## config.mk

```make
export PLATFORM = sky130hd
export DESIGN_NAME = pio_pos_counter
export DESIGN_NICKNAME = d
export VERILOG_FILES = /design/src/rtl/pio_pos_counter.sv
export SDC_FILE = /design/constraint.sdc
export NUM_CORES = 1
export LEC_CHECK = 0
export BUFFER_PORTS_ARGS = -buffer_cell sky130_fd_sc_hd__buf_2
export CORE_AREA = 3 3 106 149
export DETAILED_ROUTE_END_ITERATION = 6
export DIE_AREA = 0 0 109 152
export PLACE_DENSITY = 0.83
export SLEW_MARGIN = 20
export SYNTH_ARGS = -nofsm -noshare
export SYNTH_HDL_FRONTEND = slang
export SYNTH_SLANG_ARGS = --single-unit
```

## constraint.sdc

```tcl
create_clock -name clk -period 7.8 [get_ports clk]
set_input_delay 0.78 -clock clk [delete_from_list [all_inputs] [get_ports clk]]
set_output_delay 0.78 -clock clk [all_outputs]
set_load 0.005 [all_outputs]
```

## src/rtl/pio_pos_counter.sv

```systemverilog
// -----------------------------------------------------------------------------
// pio_pos_counter
//   Avalon-MM position-feedback counter. Counts either the commanded
//   pulse/direction stream (from the PTO peripheral) or x4-decoded quadrature
//   encoder feedback into a signed 32-bit position, with compare match,
//   illegal-transition detection, index capture and an interrupt.
//
// Ports
//   clk, reset_n       system clock, asynchronous active-low reset
//   address[3:0]       register select
//                        0 CTRL     {irq_en, z_clr_en, invert, src, enable}
//                        1 POSITION live count (write loads)
//                        2 COMPARE
//                        3 STATUS   {last_dir, index_seen, quad_err, match}
//                        4 ERRCNT   saturating illegal-transition count
//   chipselect, write, read, writedata[31:0]
//                      slave strobes; write has priority over read
//   readdata[31:0]     registered; valid the cycle after chipselect&read,
//                      0 in every other cycle
//   enc_a, enc_b, enc_z  encoder channels (asynchronous)
//   pto_in, dir_in     commanded pulse train and direction (1 = positive)
//   irq                registered irq_en & (match | quad_err)
// -----------------------------------------------------------------------------
module pio_pos_counter #(
  parameter int FILTER_LEN = 4,   // 1..15 consecutive cycles to accept a level
  parameter int ERR_W      = 16   // illegal-transition counter width (<= 32)
) (
  input  logic        clk,
  input  logic        reset_n,
  input  logic [3:0]  address,
  input  logic        chipselect,
  input  logic        write,
  input  logic        read,
  input  logic [31:0] writedata,
  output logic [31:0] readdata,
  input  logic        enc_a,
  input  logic        enc_b,
  input  logic        enc_z,
  input  logic        pto_in,
  input  logic        dir_in,
  output logic        irq
);

  localparam logic [3:0] ADDR_CTRL     = 4'd0;
  localparam logic [3:0] ADDR_POSITION = 4'd1;
  localparam logic [3:0] ADDR_COMPARE  = 4'd2;
  localparam logic [3:0] ADDR_STATUS   = 4'd3;
  localparam logic [3:0] ADDR_ERRCNT   = 4'd4;

  localparam int CNT_W = 4;

  // Channel positions inside the synchronizer / filter vectors.
  localparam int CH_A   = 0;
  localparam int CH_B   = 1;
  localparam int CH_Z   = 2;
  localparam int CH_PTO = 3;
  localparam int CH_DIR = 4;

  typedef enum logic [1:0] {
    STEP_NONE,
    STEP_UP,
    STEP_DOWN
  } step_t;

  // ---------------------------------------------------------------------------
  // Input synchronizers (all five channels)
  // ---------------------------------------------------------------------------
  logic [4:0] sync_meta;
  logic [4:0] sync_q;

  // NOTE: state is updated with non-blocking assignments so every flop samples
  // the pre-edge value of its neighbours, independent of statement order.
  always_ff @(posedge clk or negedge reset_n) begin
    if (!reset_n) begin
      sync_meta <= '0;
      sync_q    <= '0;
    end else begin
      sync_meta <= {dir_in, pto_in, enc_z, enc_b, enc_a};
      sync_q    <= sync_meta;
    end
  end

  // ---------------------------------------------------------------------------
  // Glitch filters for a, b, z, pto: the filtered level follows the
  // synchronized level only after FILTER_LEN consecutive differing cycles.
  // ---------------------------------------------------------------------------
  logic [3:0]       filt;
  logic [CNT_W-1:0] run_cnt [4];

  always_ff @(posedge clk or negedge reset_n) begin
    if (!reset_n) begin
      filt <= '0;
      for (int i = 0; i < 4; i++) run_cnt[i] <= '0;
    end else begin
      for (int i = 0; i < 4; i++) begin
        if (sync_q[i] != filt[i]) begin
          if (run_cnt[i] == CNT_W'(FILTER_LEN - 1)) begin
            filt[i]    <= sync_q[i];
            run_cnt[i] <= '0;
          end else begin
            run_cnt[i] <= run_cnt[i] + CNT_W'(1);
          end
        end else begin
          run_cnt[i] <= '0;
        end
      end
    end
  end

  // Previous filtered levels track unconditionally so that enabling the
  // counter never sees a stale history.
  logic [1:0] prev_ab;
  logic       prev_z;
  logic       prev_pto;

  always_ff @(posedge clk or negedge reset_n) begin
    if (!reset_n) begin
      prev_ab  <= '0;
      prev_z   <= 1'b0;
      prev_pto <= 1'b0;
    end else begin
      prev_ab  <= {filt[CH_A], filt[CH_B]};
      prev_z   <= filt[CH_Z];
      prev_pto <= filt[CH_PTO];
    end
  end

  // ---------------------------------------------------------------------------
  // Registers
  // ---------------------------------------------------------------------------
  logic             ctrl_enable, ctrl_src, ctrl_invert, ctrl_z_clr_en, ctrl_irq_en;
  logic [31:0]      position;
  logic [31:0]      compare;
  logic             st_match, st_quad_err, st_index_seen, st_last_dir;
  logic [ERR_W-1:0] err_cnt;

  // ---------------------------------------------------------------------------
  // Step decode
  // ---------------------------------------------------------------------------
  logic [1:0] cur_ab;
  logic [1:0] cur_idx;
  logic [1:0] prev_idx;
  logic [1:0] quad_delta;
  logic       pto_rise;
  logic       z_rise;

  // Gray code 00,01,11,10 maps to phase 0,1,2,3; the phase difference mod 4
  // gives +1, -1, or 2 (both bits changed = illegal).
  assign cur_ab     = {filt[CH_A], filt[CH_B]};
  assign cur_idx    = {cur_ab[1], ^cur_ab};
  assign prev_idx   = {prev_ab[1], ^prev_ab};
  assign quad_delta = cur_idx - prev_idx;
  assign pto_rise   = filt[CH_PTO] & ~prev_pto;
  assign z_rise     = filt[CH_Z] & ~prev_z;

  logic wr_en, rd_en;
  logic wr_ctrl, wr_position, wr_compare, wr_status, wr_errcnt;

  assign wr_en       = chipselect & write;
  assign rd_en       = chipselect & read & ~write;
  assign wr_ctrl     = wr_en & (address == ADDR_CTRL);
  assign wr_position = wr_en & (address == ADDR_POSITION);
  assign wr_compare  = wr_en & (address == ADDR_COMPARE);
  assign wr_status   = wr_en & (address == ADDR_STATUS);
  assign wr_errcnt   = wr_en & (address == ADDR_ERRCNT);

  step_t       raw_step;
  step_t       step;
  logic        quad_illegal;
  logic        err_evt;
  logic        index_evt;
  logic        index_clr;
  logic        step_applied;
  logic [31:0] pos_nxt;
  logic [31:0] cmp_nxt;
  logic        match_set;

  // NOTE: every signal driven here gets a default first, so no path can
  // leave it unassigned and infer a latch.
  always_comb begin
    raw_step     = STEP_NONE;
    quad_illegal = 1'b0;
    step         = STEP_NONE;
    pos_nxt      = position;
    step_applied = 1'b0;

    if (ctrl_src) begin
      if (pto_rise) raw_step = sync_q[CH_DIR] ? STEP_UP : STEP_DOWN;
    end else begin
      case (quad_delta)
        2'd1:    raw_step = STEP_UP;
        2'd3:    raw_step = STEP_DOWN;
        2'd2:    quad_illegal = 1'b1;
        default: raw_step = STEP_NONE;
      endcase
    end

    if (ctrl_enable) begin
      case (raw_step)
        STEP_UP:   step = ctrl_invert ? STEP_DOWN : STEP_UP;
        STEP_DOWN: step = ctrl_invert ? STEP_UP : STEP_DOWN;
        default:   step = STEP_NONE;
      endcase
    end

    err_evt   = ctrl_enable & ~ctrl_src & quad_illegal;
    index_evt = ctrl_enable & ~ctrl_src & z_rise;
    index_clr = index_evt & ctrl_z_clr_en;

    // CPU write beats index clear, which beats the step.
    if (wr_position) begin
      pos_nxt = writedata;
    end else if (index_clr) begin
      pos_nxt = '0;
    end else if (step == STEP_UP) begin
      pos_nxt      = position + 32'd1;
      step_applied = 1'b1;
    end else if (step == STEP_DOWN) begin
      pos_nxt      = position - 32'd1;
      step_applied = 1'b1;
    end

    cmp_nxt   = wr_compare ? writedata : compare;
    // Edge of equality: only a transition from unequal to equal sets match.
    match_set = (pos_nxt == cmp_nxt) && (position != compare);
  end

  always_ff @(posedge clk or negedge reset_n) begin
    if (!reset_n) begin
      ctrl_enable   <= 1'b0;
      ctrl_src      <= 1'b0;
      ctrl_invert   <= 1'b0;
      ctrl_z_clr_en <= 1'b0;
      ctrl_irq_en   <= 1'b0;
      position      <= '0;
      compare       <= '0;
      st_match      <= 1'b0;
      st_quad_err   <= 1'b0;
      st_index_seen <= 1'b0;
      st_last_dir   <= 1'b0;
      err_cnt       <= '0;
      irq           <= 1'b0;
    end else begin
      if (wr_ctrl) begin
        ctrl_enable   <= writedata[0];
        ctrl_src      <= writedata[1];
        ctrl_invert   <= writedata[2];
        ctrl_z_clr_en <= writedata[3];
        ctrl_irq_en   <= writedata[4];
      end

      position <= pos_nxt;
      compare  <= cmp_nxt;

      // Sticky bits: a set in the same cycle as a W1C wins.
      st_match      <= match_set | (st_match      & ~(wr_status & writedata[0]));
      st_quad_err   <= err_evt   | (st_quad_err   & ~(wr_status & writedata[1]));
      st_index_seen <= index_evt | (st_index_seen & ~(wr_status & writedata[2]));

      if (step_applied) st_last_dir <= (step == STEP_UP);

      if (wr_errcnt) begin
        err_cnt <= '0;
      end else if (err_evt && (err_cnt != {ERR_W{1'b1}})) begin
        err_cnt <= err_cnt + ERR_W'(1);
      end

      irq <= ctrl_irq_en & (st_match | st_quad_err);
    end
  end

  // ---------------------------------------------------------------------------
  // Registered read port
  // ---------------------------------------------------------------------------
  logic [31:0] rd_mux;

  always_comb begin
    rd_mux = '0;
    case (address)
      ADDR_CTRL:     rd_mux = {27'd0, ctrl_irq_en, ctrl_z_clr_en, ctrl_invert,
                               ctrl_src, ctrl_enable};
      ADDR_POSITION: rd_mux = position;
      ADDR_COMPARE:  rd_mux = compare;
      ADDR_STATUS:   rd_mux = {28'd0, st_last_dir, st_index_seen, st_quad_err,
                               st_match};
      ADDR_ERRCNT:   rd_mux = 32'(err_cnt);
      default:       rd_mux = '0;
    endcase
  end

  always_ff @(posedge clk or negedge reset_n) begin
    if (!reset_n) readdata <= '0;
    else          readdata <= rd_en ? rd_mux : 32'd0;
  end

endmodule

```

* After elaboration in Yosys (flattened, before gate mapping)
Cells that the tools add are included.
Operators by class: muxes and demuxes 31, reduce and logical (&&, ||, !) cells 10, equality and inequality tests 22, add/sub/neg operators 8, bitwise gates (word level) 32
Operator list (number):
- $mux 32 | 6
- $pmux 32 s5 | 1
- $add 32x1->32 const B | 1
- $eq 32x32->1 | 1
- $mux 16 | 2
- $mux 4 | 8
- $ne 32x32->1 | 1
- $sub 32x1->32 const B | 1
- $eq 4x2->1 const B | 6
- $and 1x1->1 | 21
- $add 16x1->16 const B | 1
- $add 4x1->4 const B | 4
- $ne 16x16->1 const B | 1
- $mux 2 | 6
- $eq 2x2->1 const B | 4
- $pmux 2 s2 | 2
- $reduce_and 2->1 | 4
- $not 1->1 | 7
- $eq 2x1->1 const B | 3
- $mux 1 | 6
- $eq 4x1->1 const B | 1
- $eq 4x3->1 const B | 1
- $logic_not 4->1 | 1
- $ne 1x1->1 | 4
- other kinds (5) | 10
Word-level totals: word-level logic and storage cells 130, register bits 156, output and inout port bits 33

* Depth between registers and ports, before layout
Gate-level depths: netlist of run 1.
depth in word-level cells 16, gate-level depth with buffers 21

* Least setup slack after synthesis of run 1
OpenSTA, ideal clock, no wires.
path type register to register, start register filt[0], end register st_match, data arrival time 4.100 ns, path slack 3.580 ns, cell stages (with the launch flop) 20, required time 7.680 ns, library setup time 0.120 ns, cell sequence dfrtp_1 -> xnor2_1 -> ha_1 -> xor2_1 -> xnor2_1 -> o32a_1 -> nor2b_1 -> o21ai_0 -> inv_1 -> ha_1 -> clkbuf_1 -> nand3_1 -> or4_1 -> o32ai_4 -> o21ai_2 -> mux4_2 -> o211ai_2 -> and4b_1 -> and4b_1 -> a31o_1
Between the ends: cells in the longest elaborated chain, start to end 16, elaborated cells on any way between the ends 19, those cells by class 1 x add/sub; 7 x eq/ne; 8 x mux; 1 x bitwise; 2 x reduce/logical
RTL lines:
- from (decl) | line 87 | logic [3:0] filt;
- from (signal, indexed assignment) | line 98 | filt[i] <= sync_q[i];
- $reduce_xor 2->1 | line 150 | assign cur_idx = {cur_ab[1], ^cur_ab};
- $sub 2x2->2 * | line 152 | assign quad_delta = cur_idx - prev_idx;
- $eq 2x2->1 or $eq 2x1->1 (tied branches) | line 190 | case (quad_delta)
- $pmux 2 s2 * | line 190
- $mux 2 * | line 187 | if (ctrl_src) begin
- $eq 2x2->1 or $eq 2x1->1 (tied branches) | line 199 | case (raw_step)
- $pmux 2 s2 * | line 199
- $mux 2 * | line 198 | if (ctrl_enable) begin
- $eq 2x2->1 | line 218 | end else if (step == STEP_DOWN) begin
- $mux 32 | line 218
- $mux 32 * | line 215 | end else if (step == STEP_UP) begin
- $mux 32 * | line 213 | end else if (index_clr) begin
- $mux 32 * | line 211 | if (wr_position) begin
- $eq 32x32->1 * | line 225 | match_set = (pos_nxt == cmp_nxt) && (position != compare);
- $logic_and 1x1->1 * | line 225
- $or 1x1->1 * | line 256 | st_match <= match_set | (st_match & ~(wr_status & writedata[0]));
- to (signal assigned) | line 256
- to (decl) | line 134 | logic st_match, st_quad_err, st_index_seen, st_last_dir;
Every way passes the cells marked *; elsewhere a longest branch is shown, timed or not. A chain may end at the register's enable or synchronous reset.

* Final worst setup path of run 1
Ends and elaborated chain as after synthesis.

==> impl_metrics.tcl, run 1 <==
set metrics [dict create \
    synthArstFlopShare_pct 100 \
    status "complete, but fails checks" \
    r2r_cells 18 \
    die_x_um 109 \
    cts_tree "built" \
    r2r-start "filt[0]" \
    wl_per_cell_um 22.3 \
    power.leakage_uw 0.00436 \
    post-cts-setup-buffer-count 0 \
    hold_class "reg -> reg" \
    violations "DRC" \
    grt.total_usage_pct 33.5 \
    postRouteAntennaNets 0 \
    dpl.hpwl_mm 18.9 \
    required_ns 8.18 \
    cp-endpoint "st_match" \
    cp-end-kind "flop" \
    final_nets 1061 \
    setup_viol 0 \
    cts_resized 0 \
    cts_buffer_depth 2 \
    grt_pass1_wl_mm 42.7 \
    synth_warnings 0 \
    peakVddDrop_v 0.000169 \
    num_vias 7982 \
    reg2reg_slack_ns 2.54 \
    path_cells "xnor2_1 > ha_1 > xor2_1 > xnor2_1 > o32a_1 > nor2b_1 > o21ai_0 > inv_1 > ha_1 > nor4bb_1 > nand3_1 > nor4_1 > a21oi_1 > xnor2_1 > a221o_1 > o2111ai_1 > nor4_1 > a31o_1" \
    synth.avg_cell_area_sq_um 9.19 \
    hold_buffers 0 \
    finClkSkew_ns 0.00857 \
    regArea_sq_mm 0.00390 \
    hold_violations 0 \
    grt_overflow 0 \
    worstSetupPathType "reg -> reg" \
    synth_fp_nets 1021 \
    cpLargestDelayFamily "simple AND/OR/NAND/NOR gates" \
    tightest_slew_ns 0.981 \
    wl_mm 26.9 \
    netlist_area_sq_mm 0.00887 \
    ys_types 78 \
    synth_top_area_cell "dfrtp_1" \
    syn2layout_area_growth_pct 12.6 \
    std_cell_rows 52 \
    slew_headroom_pct 34.0 \
    diodes 0 \
    arrival_ns 5.64 \
    ios 79 \
    powerDensity_mw_per_mm2 335 \
    critPathMaxStageDelay_ns 0.58 \
    drv_cap 0 \
    vias_per_cell 6.61 \
    dieArea_sq_mm 0.0166 \
    path_max_fanout 26 \
    grt_max_degree 95 \
    cp_slowest_cell "nor4bb_1" \
    fin_crit_sh_pct 67.5 \
    numCtsBuffers 17 \
    insertion_delay_ns 0.43 \
    synth_edf_count 0 \
    grt_setup_unrepaired "no" \
    die-height_um 152 \
    worst-path-buf-inv 1 \
    yosysTopAreaCellShare_pct 44.0 \
    nFillCells 1104 \
    maxSlewViolCount 0 \
    grt_pass1_vias 8010 \
    drive_above_1_share_pct 15.6 \
    fin_hold_ws_ns 0.349 \
    gp_congestion 1.03 \
    synth_cells 965 \
    crit_cells 18 \
    fin_tns_setup_ns 0 \
    multi_input_area_sq_mm 0.00463 \
    drt-initial-drc-count 1088 \
    max_freq_mhz 190 \
    finalCriticalPeriod_ns 5.26 \
    rr_endpoint "st_match" \
    cts_sinks 156 \
    ys_ff_latch 156 \
    crit_path_start_kind "flop" \
    synth_area_leaders "dfrtp_1 44%, nand2_1 6.1%, xor2_1 5.7%, xnor2_1 4.1%, nor2_1 3.3%" \
    place.port_buffers 78 \
    start_util_pct 61.1 \
    fp.coreArea_sq_mm 0.0145 \
    seq_area_frac_synth_pct 44.0 \
    cts_htree_levels 4 \
    clkSlewWorstSetupHoldPaths_ns 0.06 \
    crit_top_cell "xnor2_1" \
    ys_dominant_reg_cell "dfrtp_1" \
    drc 28 \
    drt_pre_antenna_iters 7 \
    root_buffer "clkbuf_16" \
    grt_antenna_before_repair 0 \
    cp-startpoint "filt[0]" \
]
==> final cells by class <==
| cell class | instances | share of cell area [%] |
|---|---|---|
| multi-input combinational | 718 | 46.4 |
| sequential | 156 | 39.1 |
| timing repair buffer | 89 | 4.80 |
| clock buffer | 20 | 4.67 |
| tap | 189 | 2.37 |
| clock inverter | 12 | 1.83 |
| inverter | 23 | 0.865 |
==> report_power, final <==
group / switching [uW] / internal, uW
Sequential: 371 / 1000
Clock: 347 / 564
Combinational: 592 / 469
Total: 1310 / 2030
==> sequential cells by signal, indices dropped and copies added (netlist names), 4 cells and up <==
name,flops
compare,32
run_cnt,16
position,32
sync_meta,5
readdata,32
sync_q,5
filt,4
err_cnt,16
==> layer usage <==
layer  vias up  global-route usage, %  part of all wire (%)
met2       525                   53.3                    48
met1      3797                   41.9                    37
met3       138                   6.71                   8.7
met5         -                      0                     0
li1       3522                      -                     -
met4         0                   19.7                   6.3
==> synthesized netlist by cell type (4+ instances only) <==
cell type,number
a21o_1,4
a21oi_1,27
a222oi_1,18
a22o_1,4
a22oi_1,26
a32oi_1,5
and2_1,10
and3_1,7
buf_1,7
buf_2,8
clkbuf_1,51
dfrtp_1,156
ha_1,10
inv_1,23
mux2_2,14
mux2i_1,10
nand2_1,145
nand2b_1,8
nand3_1,28
nand3b_1,7
nand4_1,18
nor2_1,78
nor2b_1,11
nor3_1,31
nor3b_1,7
nor4_1,19
o21a_1,4
o21ai_0,27
o22a_1,4
o22ai_1,9
o31a_1,4
o31ai_1,5
or2_2,4
or3_1,10
or4_1,6
xnor2_1,41
xor2_1,58
==> worst min path at each step <==
stage | from | to | slack, ns | cells past startpoint
5_1_grt | sync_meta[0] | sync_q[0] | 0.36 | 0
3_5_place_dp | sync_meta[3] | sync_q[3] | 0.34 | 0
2_1_floorplan | sync_meta[0] | sync_q[0] | 0.33 | 0
3_3_place_gp | sync_meta[2] | sync_q[2] | 0.33 | 0
4_1_cts | sync_meta[0] | sync_q[0] | 0.35 | 0
6_report | sync_meta[0] | sync_q[0] | 0.35 | 0
==> cells in the final DEF (no fill, tap or decap), types with 5 or more instances in the layout <==
cell type / n
a32oi_1: 5
o22ai_1: 9
or4_1: 6
a22oi_1: 26
xor2_1: 58
o21ai_0: 27
nand3b_1: 7
mux2_2: 14
nor2b_1: 11
nand3_1: 28
buf_4: 11
and3_1: 7
buf_2: 77
a21oi_1: 27
nor3b_1: 7
inv_1: 23
nor3_1: 31
and2_1: 10
nand2b_1: 8
nand2_1: 145
dfrtp_1: 156
o31ai_1: 5
nor2_1: 77
mux2i_1: 10
a222oi_1: 18
or3_1: 10
nand4_1: 18
xnor2_1: 41
nor4_1: 19
clkbuf_16: 17
ha_1: 10
==> through the flow <==
stage          cells  total power, uW  area, sq um  utilization, %  worst slack (ns)
2_1_floorplan    965             2060         8870               -              3.58
3_3_place_gp    1175             2360         9340            64.3              2.79
3_5_place_dp    1175             2390         9340            64.3              2.67
4_1_cts         1207             3310         9980            68.8              2.58
5_1_grt         1207             3510         9990            68.8              2.13
6_report        1207             3340         9990            68.8              2.54
==> cell families (layout without fill, tap and decap cells) <==
logic type      Yosys count  after routing  share of synthesized area [%]
compound gates          172            172                           14.4
xor+xnor                 99             99                           9.78
fa+ha+maj                10             10                           1.41
buf+inv                  91            144                           4.09
flops                   156            156                           44.0
mux                      25             25                           3.16
simple gates            412            412                           23.2
Power figures use the tool's default switching activity.
==> run 2: changes to the inputs <==
--- a/config.mk
+++ b/config.mk
@@ -6,10 +6,10 @@
 export NUM_CORES = 1
 export LEC_CHECK = 0
 export BUFFER_PORTS_ARGS = -buffer_cell sky130_fd_sc_hd__buf_2
-export CORE_AREA = 3 3 106 149
+export CORE_AREA = 3 3 107 150
 export DETAILED_ROUTE_END_ITERATION = 6
-export DIE_AREA = 0 0 109 152
-export PLACE_DENSITY = 0.83
+export DIE_AREA = 0 0 110 153
+export PLACE_DENSITY = 0.82
 export SLEW_MARGIN = 20
 export SYNTH_ARGS = -nofsm -noshare
 export SYNTH_HDL_FRONTEND = slang
==> constraint.sdc (replaced) <==
create_clock -name clk -period 5 [get_ports clk]
set_input_delay 0.5 -clock clk [delete_from_list [all_inputs] [get_ports clk]]
set_output_delay 0.5 -clock clk [all_outputs]
set_load 0.005 [all_outputs]
==> run 2 against run 1 <==
  * The flow still finishes with violations (DRC)
  * Core utilization fell by 1.7 points
  * Sequential share of layout area fell by 0.14 points
  * Fmax is 9.9% higher
  * Register-to-register slack got worse by 2.3 ns
  * Power is 52% higher
  * Die area increased by 1.6%
==> impl_metrics.tcl, run 2 (synthesis gave the netlist of run 1 again) <==
set metrics [dict create \
    wl_mm 27.2 \
    grt_pass1_wl_mm 42.5 \
    maxSlewViolCount 0 \
    crit_path_start_kind "flop" \
    root_buffer "clkbuf_16" \
    hold_violations 0 \
    fin_total_pwr_uw 5070 \
    gp_congestion 0.983 \
    drive_above_1_share_pct 16.9 \
    clkSlewWorstSetupHoldPaths_ns 0.06 \
    placedCellCount 1190 \
    finalCriticalPeriod_ns 4.79 \
    hold_buffers 0 \
    post-cts-setup-buffer-count 0 \
    dieArea_sq_mm 0.0168 \
    place.port_buffers 78 \
    num_vias 7912 \
    vias_per_cell 6.47 \
    grt_setup_unrepaired "no" \
    reg_top3 "compare: 32 flops, position: 32 flops, readdata: 32 flops" \
    drc 22 \
    status "complete, but fails checks" \
    path_max_fanout 23 \
    grt_pass1_vias 7712 \
    final_nets 1073 \
    worstSetupPathType "reg -> reg" \
    cts_htree_levels 4 \
    arrival_ns 5.16 \
    postRouteAntennaNets 0 \
    required_ns 5.37 \
    fin_tns_setup_ns 0 \
    tightest_slew_ns 0.947 \
    layout_setup_ws_ns 0.211 \
    powerDensity_mw_per_mm2 506 \
    finClkSkew_ns 0.00611 \
    cp-end-kind "flop" \
    worst-path-buf-inv 2 \
    max_freq_mhz 209 \
    diodes 0 \
    pre_cts_ws_ns 0.300 \
    cpLargestDelayFamily "simple AND/OR/NAND/NOR gates" \
    start_util_pct 59.4 \
    grt_max_degree 119 \
    grt_antenna_before_repair 0 \
    power.leakage_uw 0.00437 \
    cp_slowest_cell "or4_1" \
    hold_class "in -> async" \
    drt-initial-drc-count 826 \
    critPathMaxStageDelay_ns 0.56 \
    die_x_um 110 \
    fin_crit_sh_pct 95.8 \
    path_cells "xnor2_1 > ha_1 > xor2_1 > xnor2_1 > o32a_1 > nor2b_1 > o21ai_0 > inv_1 > ha_1 > buf_6 > nand3_1 > or4_1 > a22oi_1 > xnor2_1 > nand2b_1 > o21ai_0 > o21ai_0 > nor3_1 > a31o_1" \
    cts_sinks 156 \
    wl_per_cell_um 22.3 \
    die-height_um 153 \
    final_cell_mix "156 x dfrtp_1, 145 x nand2_1, 77 x nor2_1, 77 x buf_2, 58 x xor2_1" \
    drv_cap 0 \
    grt_overflow 0 \
    final_common_cell "dfrtp_1" \
    setup_viol 0 \
    insertion_delay_ns 0.43 \
    grt.total_usage_pct 33.4 \
    peakVddDrop_v 0.000281 \
    violations "DRC" \
    drt_pre_antenna_iters 7 \
    syn2layout_area_growth_pct 13.0 \
    std_cell_rows 53 \
    ios 79 \
    numCtsBuffers 17 \
    cts_buffer_depth 2 \
    fin_util_pct 67.2 \
    cts_tree "built" \
    slew_headroom_pct 36.9 \
    dpl.hpwl_mm 19.8 \
    fp.coreArea_sq_mm 0.0149 \
    finalNonFillerCells 1222 \
]
run 2: cell count changes in the layout (fill, tap and decap cells not counted), sizes merged:
cell	change
clkinv	+1
clkbuf	-2
clkinvlp	+3
bufinv	-3
inv	+2
buf	+11
run 2: layout make-up:
class                   count  area [sq um]
well taps                 192           240
clock inverters            15           140
repair buffers            101           576
multi-input cells         718          4650
inverters                  23          86.3
clock buffers              17           425
fillers                  1224          4900
flip-flops and latches    156          3900
run 2: worst paths after layout:
| kind | from | to | slack, ns | cells past startpoint |
|---|---|---|---|---|
| max | filt[0] | st_match | 0.21 | 19 |
| min | reset_n | run_cnt[2] | 0.16 | 1 |
| max reg2reg | filt[0] | st_match | 0.21 | 19 |
| min reg2reg | sync_meta[3] | sync_q[3] | 0.35 | 0 |
| max in group asynchronous | reset_n | compare[2] | 3.73 | 2 |
| min in group clk | pto_in | sync_meta[3] | 0.17 | 1 |
run 2: routing by layer:
layer  routed length [um]  track usage, %  share of wire (%)
met3                 2110            6.80                7.7
met1                 9900            40.5                 36
met5                    0               0                  0
met4                 2000            21.7                7.4
met2                13200            53.2                 49
run 2: power breakdown:
part	internal (uW)	total (uW)	switching (uW)
Clock	691	1250	557
Combinational	760	1710	947
Sequential	1560	2110	553
Total	3010	5070	2060
run 2: what timing repair did:
action	4_1_cts	5_1_grt
hold endpoints to repair	0	0
resized for setup	0	5
setup endpoints to repair	0	1
run 2: per-stage QoR:
step           hold slack [ns]  instance area (sq um)
2_1_floorplan            0.204                   8870
3_3_place_gp             0.334                   9430
3_5_place_dp             0.339                   9430
4_1_cts                  0.160                   9990
5_1_grt                  0.158                  10000
6_report                 0.161                  10000
